===== config.mk =====
export PLATFORM = sky130hd
export DESIGN_NAME = ledhex_decode_flat
export DESIGN_NICKNAME = d
export VERILOG_FILES = /design/src/rtl/ledhex_decode_if.sv /design/src/rtl/ledhex_decode.sv /design/src/flat_wrapper.sv
export SDC_FILE = /design/constraint.sdc
export NUM_CORES = 1
export LEC_CHECK = 0
export CAP_MARGIN = 20
export CORE_ASPECT_RATIO = 0.8
export CORE_MARGIN = 8
export CORE_UTILIZATION = 40
export DETAILED_ROUTE_END_ITERATION = 8
export GPL_TIMING_DRIVEN = 0
export SETUP_SLACK_MARGIN = 0.5
export SYNTH_ARGS = -nofsm -noshare
export SYNTH_HDL_FRONTEND = slang
export SYNTH_SLANG_ARGS = --single-unit
export TNS_END_PERCENT = 1

===== constraint.sdc =====
create_clock -name clk -period 5.7 [get_ports clk]
set_input_delay 1.425 -clock clk [delete_from_list [all_inputs] [get_ports clk]]
set_output_delay 1.425 -clock clk [all_outputs]
set_load 0.05 [all_outputs]

===== src/rtl/ledhex_decode_if.sv =====
// ledhex_decode_if: segment bus plus decoded-result signals for ledhex_decode.
//   hex       : NSEG*7 active-low segment bus, digit i at [7i+6:7i], segment a at bit 7i
//   value     : decoded binary value of the last snapshot
//   valid     : one-cycle pulse when value/err/err_digit update
//   err       : last snapshot contained an illegal digit pattern
//   err_digit : index of the highest illegal digit (0 if none)
//   busy      : decoder is walking the digits of a snapshot
// master drives the bus and observes results; slave is the decoder.
interface ledhex_decode_if #(
    parameter int unsigned NSEG = 8
);
    logic [NSEG*7-1:0] hex;
    logic [31:0]       value;
    logic              valid;
    logic              err;
    logic [3:0]        err_digit;
    logic              busy;

    modport master (
        output hex,
        input  value, valid, err, err_digit, busy
    );

    modport slave (
        input  hex,
        output value, valid, err, err_digit, busy
    );
endinterface


===== src/rtl/ledhex_decode.sv =====
// ledhex_decode: reads back an 8-digit active-low 7-segment bus once it is stable,
// decodes it most significant digit first and reports the binary value.
//   clk   : rising-edge clock
//   rst_n : synchronous active-low reset
//   bus   : ledhex_decode_if.slave (hex in; value, valid, err, err_digit, busy out)
module ledhex_decode #(
    parameter int unsigned NSEG          = 8,
    parameter int unsigned STABLE_CYCLES = 4
) (
    input logic           clk,
    input logic           rst_n,
    ledhex_decode_if.slave bus
);
    localparam int unsigned W = NSEG * 7;
    localparam logic [7:0] STABLE = 8'(STABLE_CYCLES);

    typedef enum logic [0:0] {StWait, StDecode} state_e;

    state_e       state_q;
    logic [W-1:0] hex_q;
    logic [W-1:0] snap_q;
    logic [W-1:0] last_q;
    logic         have_snap_q;
    logic [7:0]   cnt_q;
    logic [31:0]  acc_q;
    logic [3:0]   idx_q;
    logic         err_acc_q;
    logic [3:0]   err_idx_q;
    logic [31:0]  value_q;
    logic         valid_q;
    logic         err_q;
    logic [3:0]   err_digit_q;
    logic         busy_q;

    logic [6:0]   cur_pat;
    logic [3:0]   cur_dig;
    logic         cur_bad;
    logic [31:0]  acc_next;

    // Digit under decode; blank decodes to 0 without flagging an error.
    always_comb begin
        cur_pat = snap_q[7*idx_q +: 7];
        cur_dig = 4'd0;
        cur_bad = 1'b0;
        case (cur_pat)
            7'b1000000: cur_dig = 4'd0;
            7'b1111001: cur_dig = 4'd1;
            7'b0100100: cur_dig = 4'd2;
            7'b0110000: cur_dig = 4'd3;
            7'b0011001: cur_dig = 4'd4;
            7'b0010010: cur_dig = 4'd5;
            7'b0000010: cur_dig = 4'd6;
            7'b1111000: cur_dig = 4'd7;
            7'b0000000: cur_dig = 4'd8;
            7'b0010000: cur_dig = 4'd9;
            7'b1111111: cur_dig = 4'd0;
            default:    cur_bad = 1'b1;
        endcase
        acc_next = acc_q * 32'd10 + {28'd0, cur_dig};
    end

    always_ff @(posedge clk) begin
        if (!rst_n) begin
            state_q     <= StWait;
            hex_q       <= '1;
            snap_q      <= '1;
            last_q      <= '1;
            have_snap_q <= 1'b0;
            cnt_q       <= 8'd0;
            acc_q       <= 32'd0;
            idx_q       <= 4'd0;
            err_acc_q   <= 1'b0;
            err_idx_q   <= 4'd0;
            value_q     <= 32'd0;
            valid_q     <= 1'b0;
            err_q       <= 1'b0;
            err_digit_q <= 4'd0;
            busy_q      <= 1'b0;
        end else begin
            // Stability counter runs in every state so a new pattern can queue up during DECODE.
            hex_q <= bus.hex;
            if (bus.hex != hex_q) begin
                cnt_q <= 8'd0;
            end else if (cnt_q != STABLE) begin
                cnt_q <= cnt_q + 8'd1;
            end

            valid_q <= 1'b0;

            case (state_q)
                StWait: begin
                    if (cnt_q == STABLE && (!have_snap_q || hex_q != last_q)) begin
                        snap_q    <= hex_q;
                        acc_q     <= 32'd0;
                        idx_q     <= 4'(NSEG - 1);
                        err_acc_q <= 1'b0;
                        err_idx_q <= 4'd0;
                        busy_q    <= 1'b1;
                        state_q   <= StDecode;
                    end
                end
                StDecode: begin
                    acc_q <= acc_next;
                    // MSB-first walk: the first illegal digit seen is the highest one.
                    if (cur_bad && !err_acc_q) begin
                        err_acc_q <= 1'b1;
                        err_idx_q <= idx_q;
                    end
                    if (idx_q == 4'd0) begin
                        value_q     <= acc_next;
                        err_q       <= err_acc_q | cur_bad;
                        err_digit_q <= err_acc_q ? err_idx_q : 4'd0;
                        valid_q     <= 1'b1;
                        last_q      <= snap_q;
                        have_snap_q <= 1'b1;
                        busy_q      <= 1'b0;
                        state_q     <= StWait;
                    end else begin
                        idx_q <= idx_q - 4'd1;
                    end
                end
                default: state_q <= StWait;
            endcase
        end
    end

    assign bus.value     = value_q;
    assign bus.valid     = valid_q;
    assign bus.err       = err_q;
    assign bus.err_digit = err_digit_q;
    assign bus.busy      = busy_q;
endmodule


===== src/flat_wrapper.sv =====
// flat-port wrapper written by rule: the top's interface ports become plain ports
module ledhex_decode_flat 
#(
    parameter int unsigned NSEG          = 8,
    parameter int unsigned STABLE_CYCLES = 4
)
  (clk, rst_n, bus_hex, bus_value, bus_valid, bus_err, bus_err_digit, bus_busy);
  ledhex_decode_if #(.NSEG(NSEG)) bus_i ();
  input logic clk;
  input logic rst_n;
  input wire logic [$bits(bus_i.hex)-1:0] bus_hex;
  output wire logic [$bits(bus_i.value)-1:0] bus_value;
  output wire logic [$bits(bus_i.valid)-1:0] bus_valid;
  output wire logic [$bits(bus_i.err)-1:0] bus_err;
  output wire logic [$bits(bus_i.err_digit)-1:0] bus_err_digit;
  output wire logic [$bits(bus_i.busy)-1:0] bus_busy;
  assign bus_i.hex = bus_hex;
  assign bus_value = bus_i.value;
  assign bus_valid = bus_i.valid;
  assign bus_err = bus_i.err;
  assign bus_err_digit = bus_i.err_digit;
  assign bus_busy = bus_i.busy;
  ledhex_decode #(.NSEG(NSEG), .STABLE_CYCLES(STABLE_CYCLES)) u_core (.clk(clk), .rst_n(rst_n), .bus(bus_i));
endmodule

# Yosys cells after proc, flatten, opt, wreduce, memory -nomap -nowiden
# Cells that the tools add are included.
[totals]
in_bits = 58
out_inout_bits = 39
reg_bits = 258
[classes]
n_mux = 21
shifts = 1
n_mul = 2
reduce_logical = 15
eq_ne = 18
n_addsub = 3
bitwise = 3
[ops]
columns = ["op", "n"]
rows = [
  ["$ne 56x56->1", 2],
  ["$pmux 32 s2", 1],
  ["$shiftx 56x8->7", 1],
  ["$pmux 4 s9", 1],
  ["$add 32x4->32", 1],
  ["$mul 32x3->31 const B", 1],
  ["$mux 32", 1],
  ["$eq 7x7->1 const B", 4],
  ["$eq 7x5->1 const B", 3],
  ["$mux 4", 5],
  ["$pmux 4 s2", 2],
  ["$eq 7x6->1 const B", 2],
  ["$reduce_and 2->1", 6],
  ["$reduce_or 11->1", 1],
  ["$add 8x1->8 const B", 1],
  ["$eq 8x3->1 const B", 1],
  ["$mux 1", 8],
  ["$ne 8x3->1 const B", 1],
  ["$eq 7x2->1 const B", 1],
  ["$logic_not 7->1", 1],
  ["$mul 3x4->7 const A", 1],
  ["$ne 2x2->1 const B", 3],
  ["$pmux 1 s2", 3],
  ["$logic_not 4->1", 1],
  ["8 further kinds", 11],
]

# Logic depth before layout (Yosys ltp)
# Gate-level depths: netlist of run 1.
[logic_depth]
depth_word = 8
depth_mapped = 22
depth_no_buf = 20

# Least setup slack after synthesis of run 1
# OpenSTA, ideal clock, no wires.
[synth_timing]
kind = "register -> register"
startpoint = "register u_core.idx_q[0]"
endpoint = "register u_core.value_q[27], in the netlist u_core.bus.value[27]"
synth_period_minus_slack_ns = 4.476
arrival_ns = 4.344
setup_slack_ns = 1.224
stages_incl_launch_ff = 21
cell_sequence = "dfxtp_1 buf_4 buf_2 mux4_2 mux2i_1 a21oi_1 o22ai_1 a21oi_1 inv_1 ha_1 inv_1 fa_1 nor2b_1 o2111ai_2 nor4_4 nand4_1 and4bb_1 and4_1 nand4_1 o311ai_1 a21oi_1"
[synth_between]
elab_chain_cells = 5
[synth_rtl]
columns = ["item", "line_no", "text"]
rows = [
  ["from (decl)", "ledhex_decode.sv:26", "logic [3:0] idx_q;"],
  ["from (signal assigned)", "ledhex_decode.sv:95", "idx_q <= 4'(NSEG - 1);"],
  ["from (signal assigned)", "ledhex_decode.sv:119", "idx_q <= idx_q - 4'd1;"],
  ["$mul 3x4->7", "ledhex_decode.sv:42", "cur_pat = snap_q[7*idx_q +: 7];"],
  ["$shiftx 56x8->7", "ledhex_decode.sv:42", ""],
  ["$eq 7x5->1 (tied with other cells)", "ledhex_decode.sv:45", "case (cur_pat)"],
  ["$pmux 4 s9", "ledhex_decode.sv:45", ""],
  ["$add 32x4->32", "ledhex_decode.sv:59", "acc_next = acc_q * 32'd10 + {28'd0, cur_dig};"],
  ["to (signal assigned)", "ledhex_decode.sv:110", "value_q <= acc_next;"],
  ["to (decl)", "ledhex_decode.sv:29", "logic [31:0] value_q;"],
]
# Several ways; a longest one is shown, not always the timed one.
# A chain may end at the register's enable or synchronous reset.

# Final worst setup path of run 1
# Ends and elaborated chain as after synthesis.

==> results.ini, run 1 <==
[status]
run_status=finished, final reports clean

[placed_design]
port_buffers=96
place_congestion=0.9294
dp.cells=2069
hpwlAfterDp_um=34330
dpl_cell_area_sq_mm=0.01495
pre_cts_ws_ns=0.04087

[logic_synthesis]
synth-simple-area-share=0.2271
syn-mean-instance-area_sq_um=8.737
synth-seq-cells=257
async_flop_share=0
syn_inst=1539
synth_edf_count=0
synth_compound_area_frac=0.1285
seq_area_frac_synth=0.3826
synth_top_family_by_area=simple AND/OR/NAND/NOR gates
yosys_warnings=0
synth.net_count=1660
ys.flop_type=dfxtp_1
syn_area_sq_mm=0.01345
synth_mux_area_frac=0.06532
synthAdderAreaFrac=0.05974
synthDistinctLibCells=89
synth_xor_area_frac=0.09863

[worst_setup_path]
slowest_delay_ns=0.58
crit_path_end_kind=register
crit_arrival_ns=5.37
slowest_stage=mux4_2
cp_data_required_time_ns=6.09
worst-path-buf-inv=4
crit_family=simple AND/OR/NAND/NOR gates
start_kind=register
crit_fanout=10
crit_chain=buf_12 -> buf_12 -> mux4_2 -> mux2i_4 -> a21oi_2 -> o22ai_2 -> a21oi_2 -> inv_1 -> ha_2 -> inv_1 -> fa_2 -> nor2b_4 -> o2111ai_4 -> nor4_4 -> nand4_1 -> and4bb_1 -> and4_4 -> nand4_1 -> o311ai_2 -> a21oi_1
crit_type=register to register

[timing]
setup_tns_ns=0
fin_worst_skew_ns=0.01655
period_share=0.8736
setup_violations=0
relSlewSlack=0.4399
tightest_slew_ns=0.8402
hold_violations=0
rsz0062_at_grt=false
max_clock_freq_mhz=200.8
drv_slew=0
fin_crit_ns=4.980
fin_ws_ns=0.7204

[finish]
fill_cells=3126
regArea_sq_mm=0.005149
antenna_cells=0
post-route-util=0.4793
final_area_sq_mm=0.01601
final_nets=1790
multi_input_area_sq_mm=0.007905
fin_cells=2123
syn_to_final_growth_pct=19.07
drive_above_1_share=0.08467

[pwr]
peakVddDrop_v=0.0002031
pwr_density_cell_mw_per_mm2=234.2
total_leakage_power_nw=6.264

[grt]
grt_max_degree=15
first_global_vias=11155
grt_usage=0.2114
grt_overflow=0
grt_first_pass_wirelength_um=66790
antenna_found_initial=0

[detailed_routing]
ant_nets=0
via_per_inst=5.547
drc_errors=0
first_pass_iters=5
avgRoutedWirePerCell_um=20.79
num_vias=11776
drtIter0Drc=979
postRouteWirelength_um=44130

[clock_network]
clkSinkCount=257
htreeDepth=1
cts.clk_slew.worst_paths_ns=0.06
cts_hold_buf=0
cts_tree=built
clock_path_buffers=3
clk_latency_ns=0.54
cts-root-buf=clkbuf_16
cts_buffers=27

[hold_path]
hold_path.class=register to register

[flow_run]
maxCapViolations=0

[floorplanning]
io_pins=97
dieArea_sq_mm=0.03978
core-area_sq_mm=0.03341
start_util=0.4025
rows=60
die_y_um=180.0
die_x_um=221.0

## through the flow
stage	total power, mW	hold WS, ns
floorplan	1.967	0.4400
finish	3.750	0.4653
global route	3.870	0.4833
CTS	3.775	0.4655
detailed placement	2.074	0.4563
global placement	2.073	0.4469
## path summary, 6_finish.rpt
| path | startpoint | endpoint | slack, ns | cells after the start |
|---|---|---|---|---|
| worst max-delay path | u_core.idx_q[0] | u_core.bus.value[27] | 0.72 | 20 |
| worst min-delay path | u_core.bus.value[1] | u_core.bus.value[1] | 0.47 | 2 |
| worst max register to register | u_core.idx_q[0] | u_core.bus.value[27] | 0.72 | 20 |
| worst min register to register | u_core.bus.value[1] | u_core.bus.value[1] | 0.47 | 2 |
## flip-flops by register name, summed over array words and instances (netlist names), 8 cells and up
register,flops
u_core.hex_q,56
u_core.last_q,56
u_core.acc_q,31
u_core.bus.value,32
u_core.cnt_q,8
u_core.snap_q,56
## per-layer routing
| metal | wire length (um) | up-vias | track usage |
|---|---|---|---|
| li1 | - | 5657 | - |
| met1 | 21270 | 5622 | 0.3129 |
| met2 | 17820 | 453 | 0.3021 |
| met3 | 4380 | 44 | 0.05953 |
| met4 | 662 | 0 | 0.03731 |
| met5 | 0 | - | 0 |
## layout make-up
| cell class | count | area share |
|---|---|---|
| multi-input combinational | 1159 | 0.4937 |
| sequential | 257 | 0.3216 |
| timing repair buffer | 101 | 0.06346 |
| clock buffer | 37 | 0.04830 |
| tap | 434 | 0.03392 |
| buffer | 83 | 0.02485 |
| inverter | 40 | 0.009378 |
| clock inverter | 12 | 0.004767 |
## what timing repair did
action | 4_1_cts | 5_1_grt
gates cloned | 0 | 1
pin swaps | 1 | 10
resized for setup | 5 | 37
setup endpoints to repair | 17 | 17
setup buffers | 1 | 3
## synth_stat cells (4+ instances only)
master	instances	area, sq um
a211o_1	5	43.79
a211oi_1	25	187.7
a211oi_2	4	50.05
a21boi_0	4	30.03
a21o_1	10	75.07
a21oi_1	57	285.3
a221oi_1	7	61.31
a22oi_1	4	30.03
a2bb2oi_1	5	43.79
a31oi_1	11	68.82
and2_1	5	31.28
and3_1	20	125.1
and4_1	6	52.55
buf_1	5	18.77
buf_2	13	65.06
clkbuf_1	59	221.5
dfxtp_1	257	5145
ha_1	61	763.2
inv_1	39	146.4
mux2i_1	54	540.5
mux4_2	14	315.3
nand2_1	264	991.0
nand2b_1	50	312.8
nand3_1	84	420.4
nand4_1	31	193.9
nor2_1	96	360.4
nor2b_1	5	31.28
nor3_1	23	115.1
nor4_1	15	93.84
o211ai_1	9	67.56
o21a_1	8	60.06
o21ai_0	38	190.2
o21ai_1	11	55.05
o22ai_1	6	37.54
o31ai_1	4	30.03
or3_1	5	31.28
xnor2_1	85	744.5
xor2_1	59	516.8
## worst min-delay path: cells and delay by family, from the launching register on
kind	cells	cell delay, ns
AOI/OAI and AO/OA	1	0.05
DFF	1	0.31
and+or+nand+nor	1	0.05
## cell families after synthesis
family / count (synthesis)
flip-flops: 257
multiplexers: 70
AND/OR/NAND/NOR: 632
AO/OA/AOI/OAI: 246
XOR/XNOR: 148
buffers and inverters: 123
adder cells (fa/ha/maj): 63
## power by group
part           switching, mW  internal (mW)
sequential            0.0304           1.82
combinational          0.104         0.0866
clock                  0.758          0.954
## layout by cell type, fill, tap and decap left out, drive strengths merged, types with 5 or more instances in the layout
master	netlist	final
a211o	5	5
a211oi	30	30
a21o	10	10
a21oi	61	61
a221oi	8	8
a2bb2oi	5	5
a31oi	11	11
and2	5	5
and3	20	20
and4	6	6
buf	24	29
clkbuf	59	96
clkdlybuf4s50	0	96
clkinv	1	10
dfxtp	257	257
ha	61	61
inv	39	41
mux2i	54	54
mux4	14	14
nand2	265	265
nand2b	50	50
nand3	85	85
nand4	34	34
nor2	97	97
nor2b	5	5
nor3	25	25
nor4	17	17
o211ai	11	11
o21a	8	8
o21ai	50	50
o22ai	6	6
or3	5	5
xnor2	87	87
xor2	61	61
Power figures use the tool's default switching activity.
==> inputs of run 2 (changes only) <==
--- a/config.mk
+++ b/config.mk
@@ -7,2 +7,3 @@
 export LEC_CHECK = 0
+export ABC_AREA = 1
 export CAP_MARGIN = 20
--- a/constraint.sdc
+++ b/constraint.sdc
@@ -3,2 +3,2 @@
 set_output_delay 1.425 -clock clk [all_outputs]
-set_load 0.05 [all_outputs]
+set_load 0.005 [all_outputs]
==> run 2 against run 1 <==
Via count up 22%. Cell count up 27%. Clock skew up 0.019 ns. Fmax up 16%. Critical path depth up 7. Sequential share of layout area down 1.3 points. Sequential cell count unchanged. Routed wire length up 21%. Register-to-register slack better by 0.70 ns. Combinational power up 8%. Count of clock-buffer cells in the layout up 3. Sequential power about the same. Critical endpoint is now u_core.bus.value[29].
==> results.ini, run 2 <==
[finish]
drive_above_1_share=0.05735
final_nets=2331
post-route-util=0.4802
syn_to_final_growth_pct=18.27
antenna_cells=0
final_common_cell=nand2_1
layout_common_cells=nand2_1 (612), inv_1 (289), dfxtp_1 (257)
top_regs=u_core.hex_q x56, u_core.last_q x56, u_core.snap_q x56

[logic_synthesis]
synth_top_cell_by_area=dfxtp_1
ys.flop_type=dfxtp_1
yosys_warnings=0
synth_common_cells=nand2_1 (612), inv_1 (289), dfxtp_1 (257)
syn_area_sq_mm=0.01410
synth_most_common_cell=nand2_1
syn_inst=2082
yosysTopAreaCellShare=0.3649
synth-seq-cells=257
syn-mean-instance-area_sq_um=6.772
synth_edf_count=0
synth.net_count=2203
async_flop_share=0
synth.area.top_cells=dfxtp_1 (36%), nand2_1 (16%), inv_1 (7.7%), ha_1 (5.4%), nand3_1 (4.9%)
synthDistinctLibCells=48
seq_area_frac_synth=0.3649

[floorplanning]
dieArea_sq_mm=0.04155
start_util=0.4060
io_pins=97
die_y_um=183.9
die_x_um=225.9
rows=61
core-area_sq_mm=0.03473

[pwr]
pwr_density_cell_mw_per_mm2=245.4
clkPwrFrac=0.498
p_sw_frac=0.2431
p_int_mw=3.097
p_seq_frac=0.451
p_total_mw=4.092
power_switching_mw=0.9945
peakVddDrop_v=0.0002319
total_leakage_power_nw=8.353
p_comb_frac=0.051

[clock_network]
htreeDepth=1
clk_latency_ns=0.60
cts-root-buf=clkbuf_16
clkSinkCount=257
post_cts_buffers=0
cts_hold_buf=0
cts.clk_slew.worst_paths_ns=0.06
cts_tree=built
clock_path_buffers=3
post_cts_resized=0
cts_buffers=29

[timing]
relSlewSlack=0.3600
hold_violations=0
max_clock_freq_mhz=233.4
rsz0062_at_grt=false
hold_ws_ns=0.4630
setup_violations=0
fin_crit_ns=4.285
drv_slew=0
tightest_slew_ns=0.9601
setup_tns_ns=0
fin_worst_skew_ns=0.03574
period_share=0.7517

[grt]
grt_max_degree=16
grt_overflow=0
first_global_vias=13066
antenna_found_initial=0
grt_usage=0.2509
grt_first_pass_wirelength_um=79740

[worst_setup_path]
crit_path_end_kind=register
crit_fanout=10
r2r_cells=27
start_kind=register
crit_type=register to register
crit_arrival_ns=4.74
cp_data_required_time_ns=6.15

[detailed_routing]
drc_errors=0
drtIter0Drc=1795
num_vias=14310
ant_nets=0
avgRoutedWirePerCell_um=19.70
via_per_inst=5.292
postRouteWirelength_um=53280
first_pass_iters=6

[placed_design]
hpwlAfterDp_um=42020
place_congestion=1.026
port_buffers=96

[flow_run]
maxCapViolations=0

[status]
run_status=finished, final reports clean

[hold_path]
hold_path.class=register to register
holdPathStages=2

==> run 2: cell type report <==
| cell class | count | area [sq um] |
|---|---|---|
| clock buffer | 40 | 827.0 |
| timing repair buffer | 97 | 965.9 |
| buffer | 77 | 346.6 |
| inverter | 298 | 1119 |
| multi-input combinational | 1450 | 7488 |
| sequential | 257 | 5145 |
| fill | 3561 | 18050 |
| tap | 472 | 590.6 |
| clock inverter | 13 | 192.7 |
==> run 2: logic make-up (layout without fill, tap and decap cells) <==
logic type                 count (synthesis)  in the layout  share of synthesized area
and+or+nand+nor                         1027           1027                     0.3080
xor gates and xnor gates                  50             50                    0.03159
AOI/OAI and AO/OA                        310            310                     0.1345
DFF                                      257            257                     0.3649
adders and majority gates                 63             63                    0.05698
buffers and inverters                    375            525                     0.1039
==> run 2: worst paths after layout <==
path              startpoint                   end  slack [ns]
max          u_core.idx_q[1]  u_core.bus.value[29]        1.42
min          u_core.bus.busy       u_core.bus.busy        0.46
max reg2reg  u_core.idx_q[1]  u_core.bus.value[29]        1.42
min reg2reg  u_core.bus.busy       u_core.bus.busy        0.46
==> run 2: per-layer routing <==
layer / track usage / wire length [um] / vias to the layer above
li1: - / - / 6976
met1: 0.3903 / 26130 / 6619
met2: 0.3435 / 20490 / 654
met3: 0.05548 / 5693 / 61
met4: 0.04984 / 967 / 0
met5: 0 / 0 / -
==> run 2: power by group through the flow <==
stage	Clock, mW	Sequential (mW)	Combinational, mW
after floorplan	0	1.87	0.0960
after global placement	0	1.88	0.201
after detailed placement	0	1.88	0.201
after CTS	2.06	1.84	0.202
after global routing	2.12	1.85	0.220
final	2.04	1.85	0.207
==> run 2: through the flow <==
step	setup slack, ns	instance area (sq um)	std cells
finish	1.415	16670	2704
global route	1.026	16670	2704
global placement	1.453	15650	2650
CTS	1.414	16670	2704
detailed placement	1.429	15660	2651
floorplan	2.233	14100	2082
==> run 2: worst max-delay path, cell delays in order (launching register included) <==
cell and delay [ns]:
dfxtp_1 0.32, buf_4 0.18, inv_2 0.11, buf_6 0.16
nor2_1 0.14, o21ai_0 0.19, nand3_1 0.17, inv_1 0.05
nor2_1 0.10, nand2_1 0.06, nor2_1 0.10, nand2_1 0.11
o211ai_1 0.23, ha_1 0.20, inv_1 0.06, fa_1 0.40
inv_1 0.07, a21oi_1 0.09, nor3_2 0.23, nand2_1 0.09
nor2_2 0.15, nand3_2 0.16, nor2_4 0.19, nand2_4 0.12
nor2_2 0.18, nand3_1 0.12, nand2_1 0.11, a21oi_1 0.07
==> inputs of run 3 (changes only) <==
clock period = 4.25 ns   (was 5.7 ns; I/O delays follow)
==> run 3 against run 2 <==
Cell count up 1.2%. Count of clock-buffer cells in the layout unchanged. Non-clock buffer count up 31. Global-route usage up 0.20 points. Highest routed layer unchanged. Utilization up 2.2 points. Design area up 4.6%. Clock skew up 0.00083 ns.
==> results.ini, run 3 (same netlist as run 2, synthesis figures left out) <==
[status]
run_status=finished, final reports clean

[pwr]
pwr_density_cell_mw_per_mm2=315.0
total_leakage_power_nw=8.642
peakVddDrop_v=0.0003106

[floorplanning]
io_pins=97
core-area_sq_mm=0.03473
start_util=0.4060
rows=61
dieArea_sq_mm=0.04155
die_y_um=183.9
die_x_um=225.9

[grt]
antenna_found_initial=0
first_global_vias=13191
grt_usage=0.2529
grt_max_degree=16
grt_overflow=0
grt_first_pass_wirelength_um=80410

[finish]
multi_input_area_sq_mm=0.007898
top_regs=u_core.hex_q x56, u_core.last_q x56, u_core.snap_q x56
drive_above_1_share=0.1021
syn_to_final_growth_pct=23.71
final_nets=2362
final_common_cell=nand2_1
fill_cells=3490
regArea_sq_mm=0.005147
fin_cells=2736
layout_common_cells=nand2_1 (596), inv_1 (283), dfxtp_1 (255)

[worst_setup_path]
crit_fanout=8
crit_type=register to register
r2r_cells=25
r2r-end=u_core.acc_q[19]
rrSetupSlack_ns=0.40
crit_arrival_ns=4.38
crit_end=u_core.acc_q[19]
startpoint=u_core.idx_q[0]
cp_data_required_time_ns=4.78
crit_path_end_kind=register
start_kind=register
reg2reg_from=u_core.idx_q[0]

[clock_network]
htreeDepth=1
clkSinkCount=257
cts-root-buf=clkbuf_16
cts.clk_slew.worst_paths_ns=0.06
cts_buffers=29
clock_path_buffers=3
cts_tree=built
clk_latency_ns=0.60
cts_hold_buf=0

[timing]
fin_worst_skew_ns=0.03657
hold_violations=0
drv_slew=0
fin_crit_ns=3.850
setup_violations=0
hold_ws_ns=0.4626
tightest_slew_ns=0.9757
relSlewSlack=0.3446
max_clock_freq_mhz=259.7
setup_tns_ns=0
rsz0062_at_grt=true
period_share=0.9059

[hold_path]
hold_path.class=register to register
hold_start=u_core.bus.busy

[placed_design]
place_congestion=1.026
hpwlAfterDp_um=42020
dp.cells=2651
port_buffers=96

[detailed_routing]
avgRoutedWirePerCell_um=19.88
met1Wirelength_um=26670
drc_errors=0
wl_met3_um=5526
via_per_inst=5.372
postRouteWirelength_um=54380
wl_met2_um=21050
top_layer=met4
drtIter0Drc=1652
ant_nets=0
num_vias=14697
first_pass_iters=6

[flow_run]
maxCapViolations=0

[run 3: worst min-delay path by stage]
stage	end	slack (ns)	cells after the start
detailed placement	u_core.bus.err_digit[2]	0.46	2
CTS	u_core.err_idx_q[3]	0.47	2
global placement	u_core.err_idx_q[3]	0.45	2
finish	u_core.bus.busy	0.46	2
floorplan	u_core.err_idx_q[3]	0.44	2
global route	u_core.bus.err_digit[2]	0.48	2
[run 3: per-stage QoR]
step | utilization | instance area [sq um] | setup WS, ns | power (mW)
after floorplan | - | 14100 | 0.7834 | 2.638
after global placement | 0.4507 | 15650 | 0.003006 | 2.796
after detailed placement | 0.4508 | 15660 | -0.02139 | 2.796
after CTS | 0.4907 | 17040 | 0.3281 | 5.505
after global routing | 0.5022 | 17440 | 0.2064 | 5.618
final | 0.5023 | 17440 | 0.3998 | 5.494
[run 3: cell type report]
type / count / share of cell area
tap: 472 / 0.03386
multi-input combinational: 1450 / 0.4528
antenna: 1 / 0.0001435
sequential: 257 / 0.2951
buffer: 77 / 0.02281
timing repair buffer: 128 / 0.07238
clock buffer: 40 / 0.04742
clock inverter: 13 / 0.01105
inverter: 298 / 0.06442
[run 3: worst max-delay path, stage by stage, from the launching register on]
cell       delay (ns)
dfxtp_2          0.33
buf_12           0.14
inv_4            0.08
bufbuf_16        0.27
o21ai_1          0.10
nand2_1          0.08
nand2_1          0.06
nand2_2          0.13
nand3_1          0.15
nor2_4           0.13
nand2_1          0.09
o211ai_1         0.13
ha_2             0.24
inv_2            0.04
fa_2             0.35
inv_2            0.08
a21oi_4          0.06
nor3_4           0.19
nand2_2          0.08
nor2_4           0.12
nand3_4          0.11
nor2_4           0.21
nand2_8          0.12
xnor2_4          0.15
or2_1            0.24
a21oi_2          0.13
[run 3: repair_timing]
action | in CTS | in global routing
gates cloned | 1 | 2
gates resized for setup | 65 | 75
setup buffers | 20 | 8
setup endpoints to repair | 38 | 43
pin swaps | 25 | 33
[run 3: where the power goes]
part	switching, mW	internal (mW)
registers	0.0383	2.44
clock network	1.13	1.61
logic	0.172	0.105
[run 3: metal layers]
| metal | vias up | global-route usage |
|---|---|---|
| met2 | 707 | 0.3467 |
| met5 | - | 0 |
| met3 | 68 | 0.05373 |
| met4 | 0 | 0.05556 |
| li1 | 7036 | - |
| met1 | 6886 | 0.3924 |
